`config.mk`:
```
export PLATFORM = sky130hd
export DESIGN_NAME = fifo_wr_arbiter
export DESIGN_NICKNAME = d
export VERILOG_FILES = /design/src/rtl/fifo_arb_pkg.sv /design/src/rtl/rr_priority_picker.sv /design/src/rtl/fifo_wr_arbiter.sv
export SDC_FILE = /design/constraint.sdc
export NUM_CORES = 1
export LEC_CHECK = 0
export ABC_AREA = 1
export CAP_MARGIN = 20
export CORE_MARGIN = 2
export CORE_UTILIZATION = 35
export CTS_BUF_LIST = sky130_fd_sc_hd__clkbuf_4 sky130_fd_sc_hd__clkbuf_8
export DETAILED_ROUTE_END_ITERATION = 8
export PLACE_DENSITY = 0.89
export SLEW_MARGIN = 30
export SYNTH_ARGS = -nofsm -noshare
export SYNTH_HDL_FRONTEND = slang
export SYNTH_HIERARCHICAL = 1
export SYNTH_SLANG_ARGS = --single-unit
```
`constraint.sdc`:
```
create_clock -name i_clk -period 3.3 [get_ports i_clk]
set_input_delay 0.99 -clock i_clk [delete_from_list [all_inputs] [get_ports i_clk]]
set_output_delay 0.99 -clock i_clk [all_outputs]
set_load 0.1 [all_outputs]
```
`src/rtl/fifo_arb_pkg.sv`:
```
// fifo_arb_pkg: shared state type and helper functions for the FIFO write arbiter
package fifo_arb_pkg;

    typedef enum logic {IDLE, LOCKED} arb_state_t;

    localparam int MAX_REQ = 16;

    function automatic int id_width(input int n);
        return (n <= 2) ? 1 : $clog2(n);
    endfunction

    // Rotate-priority encoder: first set bit of valid after ptr, wrapping at n
    function automatic logic [3:0] rr_pick(input logic [MAX_REQ-1:0] valid,
                                           input logic [3:0]         ptr,
                                           input int                 n);
        logic [4:0] idx;
        logic       found;
        rr_pick = '0;
        found   = 1'b0;
        for (int i = 1; i <= MAX_REQ; i++) begin
            idx = 5'(ptr) + 5'(i);
            if (idx >= 5'(n)) idx = idx - 5'(n);
            if (i <= n && !found && valid[idx[3:0]]) begin
                rr_pick = idx[3:0];
                found   = 1'b1;
            end
        end
    endfunction

endpackage

```
`src/rtl/rr_priority_picker.sv`:
```
// rr_priority_picker: combinational round-robin winner search starting after ptr_i
module rr_priority_picker
    import fifo_arb_pkg::*;
#(
    parameter int NUM_REQ  = 4,
    parameter int ID_WIDTH = 2
) (
    input  logic [NUM_REQ-1:0]  valid_i,
    input  logic [ID_WIDTH-1:0] ptr_i,
    output logic [ID_WIDTH-1:0] win_o,
    output logic                any_o
);

    assign win_o = ID_WIDTH'(rr_pick(MAX_REQ'(valid_i), 4'(ptr_i), NUM_REQ));
    assign any_o = |valid_i;

endmodule

```
`src/rtl/fifo_wr_arbiter.sv`:
```
// fifo_wr_arbiter: round-robin arbiter sharing one FIFO write port; FIFO_ARB_BURST_EN adds burst locking
module fifo_wr_arbiter
    import fifo_arb_pkg::*;
#(
    parameter int  NUM_REQ    = 4,
    parameter int  DATA_WIDTH = 8,
    parameter int  BURST_LEN  = 4,
    localparam int ID_WIDTH   = id_width(NUM_REQ)
) (
    input  logic                           i_clk,
    input  logic                           i_a_rst_n,
    input  logic [NUM_REQ-1:0]             i_req_valid,
    input  logic [NUM_REQ*DATA_WIDTH-1:0]  i_req_data,
    output logic [NUM_REQ-1:0]             o_req_ready,
    output logic                           o_fifo_wr_en,
    output logic [ID_WIDTH+DATA_WIDTH-1:0] o_fifo_wr_data,
    input  logic                           i_fifo_full,
    output logic [ID_WIDTH-1:0]            o_grant_id
);

    if (BURST_LEN < 1 || NUM_REQ < 2 || NUM_REQ > MAX_REQ) begin : g_bad_params
        $error("fifo_wr_arbiter: unsupported NUM_REQ/BURST_LEN");
    end

    logic [ID_WIDTH-1:0]   rr_ptr_q, rr_ptr_d, ptr_eff, pick_win, win;
    logic                  pick_any, any_req, beat;
    logic [DATA_WIDTH-1:0] req_data [NUM_REQ];

    for (genvar k = 0; k < NUM_REQ; k++) begin : g_data
        assign req_data[k] = i_req_data[k*DATA_WIDTH +: DATA_WIDTH];
    end

    rr_priority_picker #(
        .NUM_REQ  (NUM_REQ),
        .ID_WIDTH (ID_WIDTH)
    ) u_picker (
        .valid_i (i_req_valid),
        .ptr_i   (ptr_eff),
        .win_o   (pick_win),
        .any_o   (pick_any)
    );

    // A beat transfers whenever someone wins and the FIFO has room; reset gates everything off
    assign beat           = i_a_rst_n && any_req && !i_fifo_full;
    assign o_req_ready    = beat ? (NUM_REQ'(1) << win) : '0;
    assign o_fifo_wr_en   = beat;
    assign o_fifo_wr_data = beat ? {win, req_data[win]} : '0;
    assign o_grant_id     = beat ? win : '0;

`ifdef FIFO_ARB_BURST_EN
    localparam int CNT_W = $clog2(BURST_LEN + 1);

    arb_state_t          state_q, state_d;
    logic [ID_WIDTH-1:0] locked_q, locked_d;
    logic [CNT_W-1:0]    beat_cnt_q, beat_cnt_d;
    logic                lock_hold;

    // While locked, the search restarts after the locked ID so a dropped lock hands over at once
    assign lock_hold = (state_q == LOCKED) && i_req_valid[locked_q];
    assign ptr_eff   = (state_q == LOCKED) ? locked_q : rr_ptr_q;
    assign win       = lock_hold ? locked_q : pick_win;
    assign any_req   = lock_hold || pick_any;

    // Burst FSM next state: extend a live lock, or start a new one on a completed beat
    always_comb begin
        state_d    = state_q;
        locked_d   = locked_q;
        beat_cnt_d = beat_cnt_q;
        rr_ptr_d   = rr_ptr_q;
        if (lock_hold) begin
            if (beat) begin
                beat_cnt_d = beat_cnt_q + CNT_W'(1);
                if (beat_cnt_d == CNT_W'(BURST_LEN)) begin
                    state_d    = IDLE;
                    beat_cnt_d = '0;
                    rr_ptr_d   = locked_q;
                end
            end
        end else begin
            if (state_q == LOCKED) begin
                state_d    = IDLE;
                beat_cnt_d = '0;
                rr_ptr_d   = locked_q;
            end
            if (beat) begin
                rr_ptr_d = win;
                if (BURST_LEN > 1) begin
                    state_d    = LOCKED;
                    locked_d   = win;
                    beat_cnt_d = CNT_W'(1);
                end
            end
        end
    end

    // Burst FSM state registers
    always_ff @(posedge i_clk or negedge i_a_rst_n) begin
        if (!i_a_rst_n) begin
            state_q    <= IDLE;
            locked_q   <= '0;
            beat_cnt_q <= '0;
        end else begin
            state_q    <= state_d;
            locked_q   <= locked_d;
            beat_cnt_q <= beat_cnt_d;
        end
    end
`else
    assign ptr_eff  = rr_ptr_q;
    assign win      = pick_win;
    assign any_req  = pick_any;
    assign rr_ptr_d = beat ? win : rr_ptr_q;
`endif

    // Round-robin pointer; resetting to the last ID makes requester 0 first in line
    always_ff @(posedge i_clk or negedge i_a_rst_n) begin
        if (!i_a_rst_n) rr_ptr_q <= ID_WIDTH'(NUM_REQ - 1);
        else            rr_ptr_q <= rr_ptr_d;
    end

endmodule
```
==> reports/qor.yml, run 1 <==
outcome:
  error_line: "[ERROR DPL-0033] detailed placement checks failed during check placement."
  status: "did not finish"
  lastStage: "clock tree synthesis (4_1_cts)"
cts:
  cts_buffers: 3
  cts_setup_buffers: 9
  htree_levels: 1
  cts_resized: 57
  numClockSinks: 2
  cts_buffer_depth: 2
  cts-root-buf: "clkbuf_4"
  cts_hold_buf: 0
placement:
  gp_congestion: 0.8638
  dp_hpwl_um: 2997
  port_buffers: 55
die:
  die_x_um: 50.74
  ios: 56
  chipHeight_um: 50.74
  num_rows: 16
  initial_core_util_pct: 38.19
synthesis:
  ys_seq_area_share_pct: 6.874
  syn_inst: 143
  syn-num-nets: 187
  syn_avg_cell_area_um2: 5.346
  netlist_area_um2: 764.5
  synth_seq_cells: 2
  yosys_warnings: 6
  synth_cell_types: 18
==> cell families after synthesis <==
kind of cell / count (synthesis) / share of synthesized area (%)
flops: 2 / 6.874
compound gates: 5 / 3.273
simple gates: 109 / 65.47
buf+inv: 22 / 16.20
fa+ha+maj: 5 / 8.183
==> synth_stat cells <==
cell	number	area share [%]
a21oi_1	2	1.3
buf_2	3	2.0
buf_4	2	2.0
buf_6	4	5.9
dfstp_2	2	6.9
ha_1	5	8.2
inv_1	12	5.9
inv_2	1	0.49
nand2_1	38	19
nand2_2	3	2.5
nand3_1	33	22
nand3_2	3	3.9
nand3b_1	1	0.98
nand4_1	3	2.5
nor2_1	23	11
nor2_4	1	1.5
nor3_1	4	2.6
o21ai_0	3	2.0
==> stage by stage <==
step | instances | TNS [ps] | instance area, µm² | setup slack, ps
after detailed placement | 229 | -11880 | 1745 | -826.8
after global placement | 229 | -9560 | 1745 | -671.6
after floorplan | 143 | -3139 | 999.7 | -279.2
==> run 2: changes to the inputs <==
--- a/config.mk
+++ b/config.mk
@@ -7,11 +7,10 @@
 export LEC_CHECK = 0
 export ABC_AREA = 1
 export CAP_MARGIN = 20
-export CORE_MARGIN = 2
-export CORE_UTILIZATION = 35
-export CTS_BUF_LIST = sky130_fd_sc_hd__clkbuf_4 sky130_fd_sc_hd__clkbuf_8
+export CORE_AREA = 2 2 63 65
 export DETAILED_ROUTE_END_ITERATION = 8
-export PLACE_DENSITY = 0.89
+export DIE_AREA = 0 0 65 67
+export PLACE_DENSITY_LB_ADDON = 0.15
 export SLEW_MARGIN = 30
 export SYNTH_ARGS = -nofsm -noshare
 export SYNTH_HDL_FRONTEND = slang
==> run 2 against run 1 <==
Synthesized cell count unchanged. The flow now finishes, with violations (setup timing). Area after synthesis did not move.
==> reports/qor.yml, run 2 <==
outcome:
  status: "finished with violations"
  failed_checks: "setup timing"
cts:
  cts_tree: "built"
  cts-root-buf: "clkbuf_8"
  clk_pin_slew_ps: 30
  clk_latency_ps: 210
  cts_buffer_depth: 2
  cts_hold_buf: 0
  htree_levels: 1
  cts_buffers: 3
  numClockSinks: 2
timing:
  fmax_ghz: 0.2820
  setup_violations: 16
  final_max_slew_viol_count: 0
  worst-slew-pin-transition_ps: 218.9
  period_share_pct: 107.4
  final-hold-violation-count: 0
  rsz0062_at_grt: "yes"
  clock_skew_ps: 4.096
  period_needed_ps: 3546
  slew_headroom_pct: 85.37
  fin_ws_ps: -245.8
critical_path:
  timing.rr.end: "ptr_eff[1]"
  path_cells: "buf_6, inv_2, nand2_2, nand3_2, nand2_4, nand3_2, nand2_1, nand3b_1, buf_6, nor2_4, nand2_1, nand2_1, nor2_2, nor2_4, buf_12"
  cp.arrival_ps: 2560
  crit_end: "o_fifo_wr_data[6]"
  path_buf_inv: 4
  r2r_start: "ptr_eff[1]"
  critical_path_class: "primary input to output pin"
  critPathLaunch: "i_req_valid[1]"
  crit_fanout: 8
  r2r_setup_slack_ps: 1180
  r2r_cells: 12
  worst-path-stages: 15
  critPathTopFamily: "simple AND/OR/NAND/NOR gates"
  startpoint_type: "primary input"
  crit_required_ps: 2310
  slowest_delay_ps: 220
  crit_slowest_cell: "nand3b_1"
  cpMostUsedCell: "nand2_1"
  cp-end-kind: "output pin"
drt:
  dr.pass1.iters: 4
  drtIter0Drc: 34
  wire_per_inst_um: 12.20
  avgViaCountPerCell: 4.587
  drcViolationCount: 0
  antenna_left: 0
  totalWireLength_um: 3222
  dr_total_vias: 1211
hold_path:
  hold_class: "register to register"
finish:
  synthToLayoutAreaGrowth_pct: 166.1
  antenna_cells: 0
  final_area_mm2: 0.002034
  layout_common_cells: "clkdlybuf4s50_1, nand3_1, nand2_1"
  fin_nets: 262
  layout_commonest_cell: "clkdlybuf4s50_1"
  drive_gt1_share_pct: 50.93
  fill_cells: 338
  largest_register_ffs: 2
placement:
  port_buffers: 55
  dp_hpwl_um: 2342
  gp_congestion: 0.8719
  dpl_cell_area_mm2: 0.001804
synthesis:
  syn_inst: 143
  syn_avg_cell_area_um2: 5.346
  yosys-top-cells-area: "nand3_1, nand2_1, nor2_1"
  synthTopCellsByCount: "nand2_1, nand3_1, nor2_1, inv_1, ha_1"
  synth.most_common_cell: "nand2_1"
  async_flop_share_pct: 100.0
  synth_cell_types: 18
  synth_seq_cells: 2
  ys.flop_type: "dfstp_2"
  synth_edf_count: 0
  ys_seq_area_share_pct: 6.874
  syn-num-nets: 187
  synth.top_cell.area_share_pct: 21.60
  netlist_area_um2: 764.5
  yosys_warnings: 6
  synth_area_leader_cell: "nand3_1"
global_route:
  grt_overflow_total: 0
  grt_pass1_vias: 1281
  antenna_found_initial: 0
  grt_pass1_wl_um: 5368
  grt_max_degree: 20
  track_usage_pct: 15.70
die:
  die_x_um: 65
  num_rows: 22
  chipHeight_um: 67
  initial_core_util_pct: 21.20
  die_area_mm2: 0.004355
  ios: 56
  core_area_mm2: 0.003606
job:
  maxCapViolations: 0
-- run 2: through the flow --
step	TNS (ps)	setup WS, ps	hold WS (ps)	instances	util (%)
4_1_cts	-2560	-253.4	505.2	263	55.24
3_3_place_gp	-10350	-698.9	502.3	251	50.03
2_1_floorplan	-3139	-279.2	520.9	143	-
3_5_place_dp	-10410	-704.1	500.8	251	50.03
5_1_grt	-5171	-435.6	525.3	264	56.42
6_report	-2912	-245.8	500.8	264	56.42
-- run 2: worst register-to-register path, delay by kind of cell, from the launching register on --
kind	cells	cell delay (ps)
AND/OR/NAND/NOR	5	600
flip-flops	1	540
buffers and inverters	5	450
adder cells (fa/ha/maj)	1	310
AO/OA/AOI/OAI	1	140
-- run 2: cell families (layout without fill, tap and decap cells) --
| family | after synthesis | in the layout | synth area share, % |
|---|---|---|---|
| AOI/OAI and AO/OA | 5 | 5 | 3.273 |
| adders and majority gates | 5 | 5 | 8.183 |
| buffers and inverters | 22 | 95 | 16.20 |
| and+or+nand+nor | 109 | 109 | 65.47 |
| DFF | 2 | 2 | 6.874 |
-- run 2: cell type report --
cell class / instances / area [µm²] / area share (%)
repair buffers: 79 / 963.4 / 47.36
well taps: 48 / 60.06 / 2.952
multi-input cells: 119 / 853.3 / 41.94
flip-flops and latches: 2 / 52.55 / 2.583
inverters: 13 / 63.81 / 3.137
clock buffers: 3 / 41.29 / 2.030
-- run 2: worst min-delay path by stage --
stage / end / cells after the start / start / slack, ps
final: ptr_eff[1] / 2 / ptr_eff[1] / 500
after global routing: ptr_eff[1] / 2 / ptr_eff[1] / 530
after global placement: ptr_eff[1] / 2 / ptr_eff[1] / 500
after detailed placement: ptr_eff[1] / 2 / ptr_eff[1] / 500
after CTS: ptr_eff[1] / 2 / ptr_eff[1] / 510
after floorplan: ptr_eff[1] / 2 / ptr_eff[1] / 520
-- run 2: repair_timing --
| item | CTS | global route |
|---|---|---|
| pin swaps | 23 | 22 |
| gates resized for setup | 48 | 11 |
| endpoints found under the setup margin | 17 | 16 |
| setup buffers | 7 | 1 |
| cloned | 2 | 0 |
-- run 2: metal layers --
layer | part of all wire, % | up-vias | track usage [%]
met4 | 0.56 | 0 | 6.117
met2 | 54 | 38 | 28.35
met3 | 5.9 | 2 | 3.209
li1 | - | 613 | -
met5 | 0 | - | 0
met1 | 39 | 558 | 18.03
Power of run 2 is left out: the tool's default activity adds up to more than one toggle a clock period on the data nets, which glitch-free logic cannot reach.
